==> config.mk <==
export PLATFORM = sky130hd
export DESIGN_NAME = fifo_arbiter
export DESIGN_NICKNAME = d
export VERILOG_FILES = /design/src/rtl/fifo_arb_pkg.sv /design/src/rtl/rr_pick.sv /design/src/rtl/fifo_arbiter.sv
export SDC_FILE = /design/constraint.sdc
export NUM_CORES = 1
export LEC_CHECK = 0
export BUFFER_PORTS_ARGS = -buffer_cell sky130_fd_sc_hd__buf_4
export CAP_MARGIN = 20
export CELL_PAD_IN_SITES_DETAIL_PLACEMENT = 0
export CELL_PAD_IN_SITES_GLOBAL_PLACEMENT = 2
export CORE_ASPECT_RATIO = 1.5
export CORE_UTILIZATION = 25
export DETAILED_ROUTE_END_ITERATION = 10
export GPL_TIMING_DRIVEN = 0
export PLACE_DENSITY = 0.74
export SLEW_MARGIN = 15
export SYNTH_ARGS = -nofsm -noshare
export SYNTH_HDL_FRONTEND = slang
export SYNTH_SLANG_ARGS = --single-unit
==> constraint.sdc <==
create_clock -name ck -period 2.7 [get_ports ck]
set_input_delay 0.675 -clock ck [delete_from_list [all_inputs] [get_ports ck]]
set_output_delay 0.675 -clock ck [all_outputs]
set_load 0.05 [all_outputs]
==> src/rtl/fifo_arb_pkg.sv <==
// Shared types and constants for the round-robin FIFO arbiter.
package fifo_arb_pkg;

    typedef enum logic [2:0] {
        IDLE  = 3'd0,
        ISSUE = 3'd1,
        FLUSH = 3'd2,
        WAIT  = 3'd3,
        DONE  = 3'd4
    } state_t;

    localparam logic OP_WR = 1'b0;
    localparam logic OP_RD = 1'b1;

    localparam int unsigned DEFAULT_OP_LAT = 2;

    // A write needs room in the FIFO, a read needs something to read.
    function automatic logic is_eligible(input logic req, input logic op,
                                         input logic full, input logic empty);
        return req & ((op == OP_RD) ? ~empty : ~full);
    endfunction

endpackage

==> src/rtl/rr_pick.sv <==
// Combinational round-robin picker: first eligible index after 'last', wrapping.
module rr_pick #(
    parameter int unsigned N = 4
) (
    input  logic [N-1:0]         elig,
    input  logic [$clog2(N)-1:0] last,
    output logic                 valid,
    output logic [$clog2(N)-1:0] idx
);

    localparam int unsigned IW = $clog2(N);

    logic [IW-1:0] cand;

    always_comb begin
        valid = 1'b0;
        idx   = '0;
        cand  = '0;
        for (int unsigned k = 1; k <= N; k++) begin
            cand = IW'((32'(last) + k) % N);
            if (!valid && elig[cand]) begin
                valid = 1'b1;
                idx   = cand;
            end
        end
    end

endmodule

==> src/rtl/fifo_arbiter.sv <==
// Shares one FIFO among N clients: one operation at a time, waits the FIFO
// latency, then acknowledges the served client (or the flush requester).
module fifo_arbiter
    import fifo_arb_pkg::*;
#(
    parameter int unsigned N      = 4,
    parameter int unsigned W      = 8,
    parameter int unsigned OP_LAT = DEFAULT_OP_LAT
) (
    input  logic                 ck,
    input  logic                 reset,
    input  logic [N-1:0]         req,
    input  logic [N-1:0]         op,
    input  logic [N*W-1:0]       wdata,
    output logic [N-1:0]         ack,
    output logic [$clog2(N)-1:0] gnt_id,
    output logic [W-1:0]         rdata,
    input  logic                 flush_req,
    output logic                 flush_ack,
    output logic                 busy,
    output logic                 fifo_insert,
    output logic                 fifo_remove,
    output logic                 fifo_flush,
    output logic [W-1:0]         fifo_din,
    input  logic [W-1:0]         fifo_dout,
    input  logic                 fifo_full,
    input  logic                 fifo_empty
);

    localparam int unsigned IW = $clog2(N);
    localparam int unsigned CW = (OP_LAT > 1) ? $clog2(OP_LAT) : 1;

    state_t        state;
    logic [IW-1:0] last;
    logic [CW-1:0] cnt;
    logic          cur_op;
    logic          flush_flag;

    logic [N-1:0]  elig;
    logic          pick_valid;
    logic [IW-1:0] pick_idx;

    // FIFO status is only trusted in IDLE, which is the only place elig is used.
    always_comb begin
        elig = '0;
        for (int unsigned i = 0; i < N; i++) begin
            elig[i] = is_eligible(req[i], op[i], fifo_full, fifo_empty);
        end
    end

    rr_pick #(
        .N (N)
    ) u_rr_pick (
        .elig  (elig),
        .last  (last),
        .valid (pick_valid),
        .idx   (pick_idx)
    );

    // Single-process FSM; every output is a register set on entry to its state.
    always_ff @(posedge ck) begin
        if (!reset) begin
            state       <= IDLE;
            last        <= IW'(N - 1);
            cnt         <= '0;
            cur_op      <= OP_WR;
            flush_flag  <= 1'b0;
            gnt_id      <= '0;
            rdata       <= '0;
            fifo_din    <= '0;
            ack         <= '0;
            flush_ack   <= 1'b0;
            busy        <= 1'b0;
            fifo_insert <= 1'b0;
            fifo_remove <= 1'b0;
            fifo_flush  <= 1'b0;
        end else begin
            ack         <= '0;
            flush_ack   <= 1'b0;
            fifo_insert <= 1'b0;
            fifo_remove <= 1'b0;
            fifo_flush  <= 1'b0;

            case (state)
                IDLE: begin
                    if (flush_req) begin
                        state      <= FLUSH;
                        flush_flag <= 1'b1;
                        fifo_flush <= 1'b1;
                        busy       <= 1'b1;
                    end else if (pick_valid) begin
                        state    <= ISSUE;
                        gnt_id   <= pick_idx;
                        last     <= pick_idx;
                        cur_op   <= op[pick_idx];
                        fifo_din <= wdata[32'(pick_idx) * W +: W];
                        busy     <= 1'b1;
                        if (op[pick_idx] == OP_RD) begin
                            fifo_remove <= 1'b1;
                        end else begin
                            fifo_insert <= 1'b1;
                        end
                    end
                end

                ISSUE, FLUSH: begin
                    state <= WAIT;
                    cnt   <= CW'(OP_LAT - 1);
                end

                WAIT: begin
                    if (cnt == '0) begin
                        state <= DONE;
                        if (flush_flag) begin
                            flush_ack <= 1'b1;
                        end else begin
                            ack <= N'(1) << gnt_id;
                            if (cur_op == OP_RD) begin
                                rdata <= fifo_dout;
                            end
                        end
                    end else begin
                        cnt <= cnt - CW'(1);
                    end
                end

                DONE: begin
                    state      <= IDLE;
                    busy       <= 1'b0;
                    flush_flag <= 1'b0;
                end

                default: begin
                    state      <= IDLE;
                    busy       <= 1'b0;
                    flush_flag <= 1'b0;
                end
            endcase
        end
    end

endmodule

==> run summary, run 1 <==
post-synthesis compound-gate area fraction = 0.152
Post-DRT Antenna Nets = 0
Starting Density = 0.262
unrepaired setup endpoints after global routing = no
worst slew pin tran = 0.561 ns
post-layout util = 0.387
critical path required time = 2.91 ns
routability cong. = 0.730
Worst VDD drop = 0.000161 V
synthesis warning total = 0
initial antenna violation count = 0
grt ovf = 0
R2R Setup Slk = 0.82 ns
Internal Pwr Total = 885 uW
Min-Delay Path Class = register to register
CTS tree = built
setup bufs post-CTS = 0
Comb pwr share = 0.263
Post-DP Area = 2300 sq um
final wirelength = 4.23 mm
diode count = 0
Slew headroom = 0.624
max-slew violation count = 0
register bit count reported by yosys = 35
DR pass1 iterations = 4
Hold-fix buffers, CTS = 0
H-tree levels = 2
CTS resizes = 0
total die area = 6800 sq um
Die X-Extent = 67.7 microns
row cnt = 35
Syn Nets = 217
max-capacitance violation count = 0
first-pass GRT wire length = 6.84 mm
Synth Instances = 164
sequential share of power = 0.449
largest net degree at the start of global routing = 12
Startpoint Class = input pin
setup TNS = 0 ns
register area share after synthesis = 0.433
Async SR Flop Fraction = 0
clock sinks = 35
Clock Tree Root = clkbuf_8
Layout Area Growth over Synthesis = 47.7%
# IOs = 80
layout cell share with drive strength beyond 1 = 0.398
clock share of power = 0.289
Synth Cell Area = 1620 sq um
DR WL/cell = 13.0 microns
CP Class = input pin to register
CP arrival = 2.33 ns
total track usage = 0.135
core outline area = 6170 sq um
P_leak = 0.00118 uW
Clock transition at path regs = 0.07 ns
net load switching power = 399 uW
worst skew pair latency = 0.29 ns
final instance area = 2390 sq um
DRT iter0 DRCs = 45
Adder-Cell Fraction of Synth Area = 0
DP Wirelength = 3.38 mm
Switching Share = 0.311
Longest Clk Path Bufs = 2
post-synthesis simple-gate area fraction = 0.189
Netlist cell types = 39
remaining routing DRC violations = 0
Num CTS Buffers = 5
Post-Synth XOR/XNOR Area = 0
Pwr per Cell Area = 538 nW/um^2
DR vias/cell = 4.58
outcome = complete, no violations
input/output buffers = 79
largest family of logic cells by synthesized area = multiplexers
final hold vios = 0
Tcrit/Tclk final = 0.785
post-synthesis area per instance = 9.86 sq um
Clock Skew = 0.00587 ns
crit path max fanout = 7
via count = 1489
mux cell area share after synthesis = 0.196
CP Capture Type = register
Finish-stage setup viols = 0
highest clock rate = 472 MHz
nets = 303
post-route minimum period = 2.12 ns
Post-synth top flop = dfxtp_1
vias in the first global route = 1513
EDFF count, synth = 0
chip height = 100 microns
==> power by group through the flow <==
stage,registers [uW],logic [uW],clock network [uW]
6_report,576,338,371
5_1_grt,582,368,415
4_1_cts,577,344,383
3_5_place_dp,588,343,0
3_3_place_gp,588,343,0
2_1_floorplan,653,145,0
==> cell usage in the layout, fill, tap and decap left out, types with 2 or more instances in the layout <==
cell type / n
dfxtp_1: 35
a31oi_1: 2
clkbuf_1: 3
nor3b_1: 2
nand2_1: 14
and2_1: 5
a22o_1: 2
buf_2: 2
buf_4: 79
clkbuf_8: 5
nor2_1: 16
mux2i_1: 28
buf_6: 2
nor2b_1: 8
a21oi_1: 2
o221ai_1: 8
nand2b_1: 4
nor3_1: 2
o21ai_0: 2
nand3_1: 5
mux2_2: 2
inv_1: 2
==> layer usage <==
metal / global-route usage / routed length (microns) / up-vias
met3: 0.0464 / 293 / 6
li1: - / - / 768
met4: 0.0507 / 62 / 0
met5: 0 / 0 / -
met2: 0.251 / 2360 / 55
met1: 0.130 / 1510 / 660
==> stage by stage <==
stage	setup WS, ns	total power (uW)	hold WS, ns	cells
6_report	0.580	1280	0.468	325
3_3_place_gp	0.255	931	0.448	317
4_1_cts	0.564	1300	0.470	325
5_1_grt	0.393	1360	0.497	325
3_5_place_dp	0.273	931	0.448	317
2_1_floorplan	0.542	797	0.437	164
==> kinds of logic after synthesis <==
logic type / count (synthesis)
compound gates: 29
buf+inv: 8
flops: 35
mux: 31
simple gates: 61
==> final timing paths <==
| path | start | end | depth (start not counted) |
|---|---|---|---|
| worst max-delay path | op[0] | fifo_din[6]$_SDFFE_PN0P_ | 8 |
| worst min-delay path | fifo_din[6]$_SDFFE_PN0P_ | fifo_din[6]$_SDFFE_PN0P_ | 2 |
| worst max register to register | state[0]$_SDFFE_PN0P_ | fifo_din[0]$_SDFFE_PN0P_ | 6 |
| worst min register to register | fifo_din[6]$_SDFFE_PN0P_ | fifo_din[6]$_SDFFE_PN0P_ | 2 |
==> cell type report <==
type | instances | area, sq um
Fill cell | 649 | 3790
Multi-Input combinational cell | 121 | 868
Sequential cell | 35 | 701
Timing Repair Buffer | 79 | 593
Tap cell | 74 | 92.6
Clock buffer | 6 | 72.6
Buffer | 6 | 40.0
Clock inverter | 2 | 12.5
Inverter | 2 | 7.51
==> worst max-delay path, stage by stage <==
cell and delay (ns):
buf_4 0.12, mux2i_1 0.16, a22o_1 0.31, o31ai_2 0.55
and2_1 0.20, buf_2 0.19, nand2_1 0.07, o221ai_1 0.06
==> cells in the mapped netlist (all sizes together), types with 2 or more instances <==
library cell,number,area (sq um)
a21oi,2,10.0
a22o,2,17.5
a22oi,2,20.0
a31oi,2,12.5
and2,5,31.3
buf,4,32.5
clkbuf,2,7.51
dfxtp,35,701
inv,2,7.51
mux2,2,22.5
mux2i,29,294
nand2,14,52.6
nand2b,4,25.0
nand3,5,25.0
nor2,16,60.1
nor2b,8,50.1
nor3,2,10.0
nor3b,2,15.0
o21ai,3,15.0
o221ai,8,70.1
==> registers in the layout, summed over array words and instances, names as in the netlist <==
signal	flops
rdata	8
cnt	1
flush_flag	1
last	2
flush_ack	1
fifo_remove	1
fifo_din	8
fifo_insert	1
gnt_id	2
cur_op	1
state	3
ack	4
busy	1
fifo_flush	1
(Power assumes the default switching activity.)
==> run 2, diff against run 1 <==
ABC_AREA = 1   (was not set)
CORE_UTILIZATION = 22   (was 25)
PLACE_DENSITY = 0.73   (was 0.74)
clock period = 1.7 ns   (was 2.7 ns; I/O delays follow)
==> run 2 against run 1 <==
Cell count increased by 52%. Synthesized area increased by 18%. Combinational power increased to 11 times the previous value. Die area increased by 33%. Critical path depth increased by 7. Highest routed layer unchanged. Sequential power increased by 93%. Cell area increased by 41%. Non-clock buffer count increased by 22. Register-to-register slack got worse by 0.96 ns. The flow now finishes with violations (negative setup slack). Clock power increased by 140%. Global-route usage increased by 2.3 points. Core utilization increased by 1.4 points.
==> run summary, run 2 <==
outcome = finished, violations left
failing checks = negative setup slack
final wirelength = 7.05 mm (+67%)
critical path required time = 1.88 ns (-1.03 ns)
Hold-fix buffers, CTS = 0 (unchanged)
Syn Nets = 334 (+54%)
DR pass1 iterations = 4 (unchanged)
H-tree levels = 2 (unchanged)
post-route minimum period = 1.84 ns
Die X-Extent = 78.0 microns (+15%)
# IOs = 80 (unchanged)
CP max stage delay = 0.33 ns (-0.22 ns)
most frequent cells in the layout = buf_4, nand2_1, nand3_2
unrepaired setup endpoints after global routing = yes
initial antenna violation count = 0 (unchanged)
total die area = 9060 sq um (+33%)
most frequent cell after synthesis = nand2_1
Clock Skew = 0.00196 ns (-0.00391 ns)
diode count = 0 (unchanged)
Synth Instances = 281 (+71%)
vias in the first global route = 2188 (+45%)
Synth Cell Area = 1910 sq um (+18%)
Filler cells = 921 (+42%)
Cell Count Post-Placement = 467 (+47%)
CP Class = register to register
Post-DP Area = 2720 sq um (+18%)
most common library cells after synthesis = nand2_1, nand3_1, dfxtp_1
max-capacitance violation count = 0 (unchanged)
hold wc startpoint = fifo_dout[7]
Min-Delay Path Class = input pin to register
CTS tree = built
highest clock rate = 543 MHz
crit-path most repeated cell = nand2_2
first-pass GRT wire length = 10.8 mm (+58%)
Synth area leaders = dfxtp_1, nand2_1, nand3_1
input/output buffers = 79 (unchanged)
crit path max fanout = 6 (-1)
slowest CP cell = dfxtp_2
nets = 438 (+45%)
Finish-stage setup viols = 16 (+16)
Critical path origin = last[0]$_SDFFE_PN1P_
synthesis warning total = 0 (unchanged)
largest net degree at the start of global routing = 11 (-1)
biggest regs = fifo_din (8), rdata (8), ack (4)
register area share after synthesis = 0.367 (-0.0662)
CP arrival = 2.02 ns (-0.31 ns)
post-synth top area share = 0.367 (-0.0662)
Post-DRT Antenna Nets = 0 (unchanged)
final instance area = 3370 sq um (+41%)
row cnt = 41 (+17%)
core outline area = 8410 sq um (+36%)
Post-synth top flop = dfxtp_1
max-slew violation count = 0 (unchanged)
Layout Area Growth over Synthesis = 76.5%
delay-heaviest family, CP = simple AND/OR/NAND/NOR gates
layout cell share with drive strength beyond 1 = 0.500 (+0.102)
routability cong. = 0.817 (+12%)
Netlist cell types = 28 (-28%)
reg2reg start = last[0]$_SDFFE_PN1P_
CP Capture Type = register
EDFF count, synth = 0 (unchanged)
Starting Density = 0.227 (-0.0350)
post-synthesis area per instance = 6.79 sq um (-31%)
Tcrit/Tclk final = 1.08
Pwr per Cell Area = 1740 nW/um^2 (+220%)
CP bufs+invs = 4 (+2)
register bit count reported by yosys = 35 (unchanged)
setup TNS = -1.46 ns (-1.46 ns)
DP Wirelength = 5.01 mm (+48%)
Worst VDD drop = 0.000635 V (+290%)
Longest Clk Path Bufs = 2 (unchanged)
chip height = 116 microns (+15%)
Clock transition at path regs = 0.05 ns (-0.02 ns)
Startpoint Class = register
final hold vios = 0 (unchanged)
Async SR Flop Fraction = 0 (unchanged)
grt ovf = 0 (unchanged)
post-route setup slack = -0.141 ns (-0.721 ns)
DR vias/cell = 4.61 (+0.63%)
worst slew pin tran = 0.415 ns (-0.145 ns)
DRT iter0 DRCs = 86 (+91%)
P_leak = 0.00158 uW (+34%)
via count = 2273 (+53%)
Layout Cells excl Fill = 493 (+52%)
Slew headroom = 0.723 (+0.0989)
Num CTS Buffers = 5 (unchanged)
remaining routing DRC violations = 0 (unchanged)
Clock Tree Root = clkbuf_16
most common cell after layout, fill and taps aside = buf_4
total track usage = 0.158 (+0.0229)
clock sinks = 35 (unchanged)
cell taking the most area after synthesis = dfxtp_1
CP Cell Sequence = buf_8, xnor2_4, inv_2, nand2_2, nand2_2, nand2_2, nand2_1, nand2_1, nand2_2, buf_8, clkbuf_16, nand3_2, nand3_2, nand3_2, nand2_1
worst skew pair latency = 0.28 ns (about the same)
DR WL/cell = 14.3 microns (+9.9%)
[run 2: changes by cell type after synthesis, moves of 8 or more]
cell / change
nand2_1: +66
nor2b_1: -8
nor2_1: +17
nand4_1: +11
nand3_1: +47
inv_1: +18
mux2i_1: -28
o21ai_0: +8
o221ai_1: -8
[run 2: cell families after synthesis]
family	count (synthesis)	synth area share
AND/OR/NAND/NOR	191	0.459
AO/OA/AOI/OAI	22	0.0649
buffers and inverters	32	0.100
XOR/XNOR	1	0.00853
flip-flops	35	0.367
[run 2: worst min-delay path, stage by stage]
cell and delay [ns]:
buf_4 0.07, o21ai_0 0.07, nor2_1 0.07
[run 2: final timing paths]
path / end / slack (ns) / depth (start not counted)
worst max-delay path: fifo_din[0]$_SDFFE_PN0P_ / -0.14 / 15
worst min register to register: fifo_din[0]$_SDFFE_PN0P_ / 0.45 / 2
worst max register to register: fifo_din[0]$_SDFFE_PN0P_ / -0.14 / 15
worst min-delay path: rdata[7]$_SDFFE_PN0P_ / 0.40 / 3
[run 2: area by class of cell]
cell class	instances	area [sq um]	area share
buffer	10	138	0.0409
clock inverter	1	5.00	0.00149
multi-input combinational	214	1350	0.400
sequential	35	703	0.209
tap	107	134	0.0397
timing repair buffer	97	811	0.241
clock buffer	7	133	0.0394
inverter	22	97.6	0.0290
[run 2: report_power, final]
part | internal (uW) | switching (uW) | total (uW)
clock network | 542 | 349 | 890
registers | 991 | 116 | 1110
logic | 1690 | 2160 | 3850
total | 3220 | 2630 | 5850
[run 2: through the flow]
stage	hold slack, ns	setup slack (ns)	util	power (uW)
after global placement	0.439	-0.566	0.323	3740
after detailed placement	0.443	-0.561	0.323	3750
after global routing	0.398	-0.264	0.400	6230
after CTS	0.393	-0.154	0.364	5230
final	0.396	-0.141	0.400	5850
after floorplan	0.428	0.000384	-	3020
[run 2: what timing repair did]
item / in CTS / in global routing
pin swaps: 8 / 39
endpoints found under the hold margin: 0 / 0
endpoints found under the setup margin: 16 / 25
setup buffers: 9 / 3
cloned: 3 / 3
gates resized for setup: 23 / 52
[run 2: layer usage]
| metal | track usage | wire [microns] | vias up |
|---|---|---|---|
| met5 | 0 | 0 | - |
| met4 | 0.0481 | 84 | 0 |
| met3 | 0.0291 | 250 | 7 |
| met2 | 0.302 | 3990 | 50 |
| met1 | 0.174 | 2730 | 1075 |
| li1 | - | - | 1141 |
==> run 3, diff against run 2 <==
ABC_AREA = not set   (was 1)
CORE_UTILIZATION = 23   (was 22)
PLACE_DENSITY = 0.72   (was 0.73)
==> run 3 against run 2 <==
The run still ends with negative setup slack left. Clock skew is 0.0016 ns higher. First-iteration DRC count is 74% lower. Cell area is 21% lower. Combinational power is 83% lower. Largest power group is now registers.
==> run summary, run 3 (synthesis results as in run 1) <==
CP Capture Type = register
DRT iter0 DRCs = 22 (-74%)
total track usage = 0.125 (-0.0327)
Clock Tree Root = clkbuf_8
net load switching power = 671 uW (-74%)
routability cong. = 0.766 (-6.3%)
CP max stage delay = 0.30 ns (-0.03 ns)
crit path max fanout = 5 (-1)
diode count = 0 (unchanged)
unrepaired setup endpoints after global routing = yes
worst skew pair latency = 0.28 ns (about the same)
Min-Delay Path Class = input pin to register
Hold-fix buffers, CTS = 0 (unchanged)
setup TNS = -0.00443 ns (+1.46 ns)
vias in the first global route = 1538 (-30%)
post-layout util = 0.390 (-0.0102)
via count = 1562 (-31%)
Startpoint Class = input pin
CP arrival = 1.89 ns (-0.13 ns)
worst slew pin tran = 0.542 ns (+0.127 ns)
DP Wirelength = 3.53 mm (-30%)
post-route minimum period = 1.70 ns (-0.136 ns)
CP Cell Sequence = buf_4, mux2i_4, a22oi_2, o32ai_2, buf_6, mux2i_1, mux2_4, and2_4
final wirelength = 4.60 mm (-35%)
most common cell after layout, fill and taps aside = buf_4
Longest Clk Path Bufs = 2 (unchanged)
biggest regs = fifo_din (8), rdata (8), ack (4)
Comb pwr share = 0.290 (-0.369)
outcome = finished, violations left
Clock transition at path regs = 0.07 ns (+0.02 ns)
Pwr per Cell Area = 841 nW/um^2 (-52%)
input/output buffers = 79 (unchanged)
initial antenna violation count = 0 (unchanged)
post-route setup slack = -0.00443 ns (+0.136 ns)
Clock Skew = 0.00353 ns (+0.00157 ns)
total die area = 7370 sq um (-19%)
sequential share of power = 0.412 (+0.223)
clock sinks = 35 (unchanged)
layout cell share with drive strength beyond 1 = 0.490 (-0.00965)
Finish-stage setup viols = 1 (-15)
Die X-Extent = 70.5 microns (-9.7%)
final hold vios = 0 (unchanged)
remaining routing DRC violations = 0 (unchanged)
Num CTS Buffers = 5 (unchanged)
failing checks = negative setup slack
# IOs = 80 (unchanged)
CTS tree = built
H-tree levels = 2 (unchanged)
P_leak = 0.00126 uW (-21%)
Post-DRT Antenna Nets = 0 (unchanged)
core outline area = 6810 sq um (-19%)
max-slew violation count = 0 (unchanged)
DR WL/cell = 13.6 microns (-4.7%)
chip height = 105 microns (-9.8%)
Worst VDD drop = 0.000302 V (-52%)
Tcrit/Tclk final = 1.00 (-0.0801)
Starting Density = 0.238 (+0.0107)
clock share of power = 0.298 (+0.146)
grt ovf = 0 (unchanged)
row cnt = 37 (-9.8%)
slowest CP cell = mux2_4
DR pass1 iterations = 6 (+2)
DR vias/cell = 4.64 (+0.53%)
nets = 311 (-29%)
critical path required time = 1.88 ns (about the same)
largest net degree at the start of global routing = 12 (+1)
highest clock rate = 587 MHz (+8.0%)
most frequent cells in the layout = buf_4, dfxtp_1, mux2i_1
first-pass GRT wire length = 7.38 mm (-32%)
Slew headroom = 0.635 (-0.0876)
max-capacitance violation count = 0 (unchanged)
Internal Pwr Total = 1560 uW (-51%)
Switching Share = 0.300 (-0.149)
Layout Area Growth over Synthesis = 64.2%
CP Class = input pin to register
## run 3: changes by cell type in the layout (fill, tap and decap cells not counted), moves of 9 or more
cell and change:
nand2_1 -50, nand4_1 -11, nand3_1 -14, mux2i_1 +23, inv_1 -14, nand3_2 -35
nand2_2 -17, o21ai_0 -9, nor2_1 -15
## run 3: critical path: cells and delay by family
kind                   cells  cell delay, ns
AO/OA/AOI/OAI              2            0.38
AND/OR/NAND/NOR            1            0.16
multiplexers               3            0.63
buffers and inverters      2            0.29
## run 3: layout make-up
class | count | area, sq um
Buffer | 6 | 55.1
Timing Repair Buffer | 87 | 688
Sequential cell | 35 | 704
Inverter | 2 | 7.51
Clock inverter | 1 | 7.51
Multi-Input combinational cell | 121 | 998
Fill cell | 673 | 4150
Clock buffer | 7 | 96.3
Tap cell | 78 | 97.6
## run 3: final timing paths
kind | from | end | slack, ns | depth (start not counted)
worst max-delay path | op[0] | fifo_insert$_SDFF_PP0_ | -0.004 | 8
worst min-delay path | fifo_dout[7] | rdata[7]$_SDFFE_PN0P_ | 0.39 | 3
worst max register to register | last[0]$_SDFFE_PN1P_ | fifo_insert$_SDFF_PP0_ | 0.01 | 7
worst min register to register | fifo_din[2]$_SDFFE_PN0P_ | fifo_din[2]$_SDFFE_PN0P_ | 0.47 | 2
## run 3: layer usage
layer	track usage	vias up	wire [microns]
met5	0	-	0
met4	0.0557	0	78
met3	0.0347	4	328
met2	0.233	50	2540
met1	0.126	715	1650
li1	-	793	-
## run 3: power groups by stage
stage | Sequential [uW] | Combinational [uW] | Clock, uW
3_5_place_dp | 935 | 569 | 0
3_3_place_gp | 934 | 568 | 0
2_1_floorplan | 1040 | 246 | 0
6_report | 920 | 648 | 666
5_1_grt | 929 | 697 | 733
4_1_cts | 918 | 624 | 693
## run 3: through the flow
stage / area, sq um / hold slack [ns] / total power (uW) / cells / setup slack (ns)
2_1_floorplan: 1660 / 0.438 / 1280 / 164 / -0.144
3_3_place_gp: 2350 / 0.444 / 1500 / 321 / -0.474
3_5_place_dp: 2350 / 0.453 / 1500 / 321 / -0.495
4_1_cts: 2580 / 0.384 / 2240 / 336 / 0.0000275
5_1_grt: 2660 / 0.396 / 2360 / 337 / -0.0742
6_report: 2660 / 0.390 / 2230 / 337 / -0.00443
## run 3: what timing repair did
action,4_1_cts,5_1_grt
endpoints found under the setup margin,12,20
pin swaps,7,1
gates resized for setup,15,15
buffers inserted,7,1
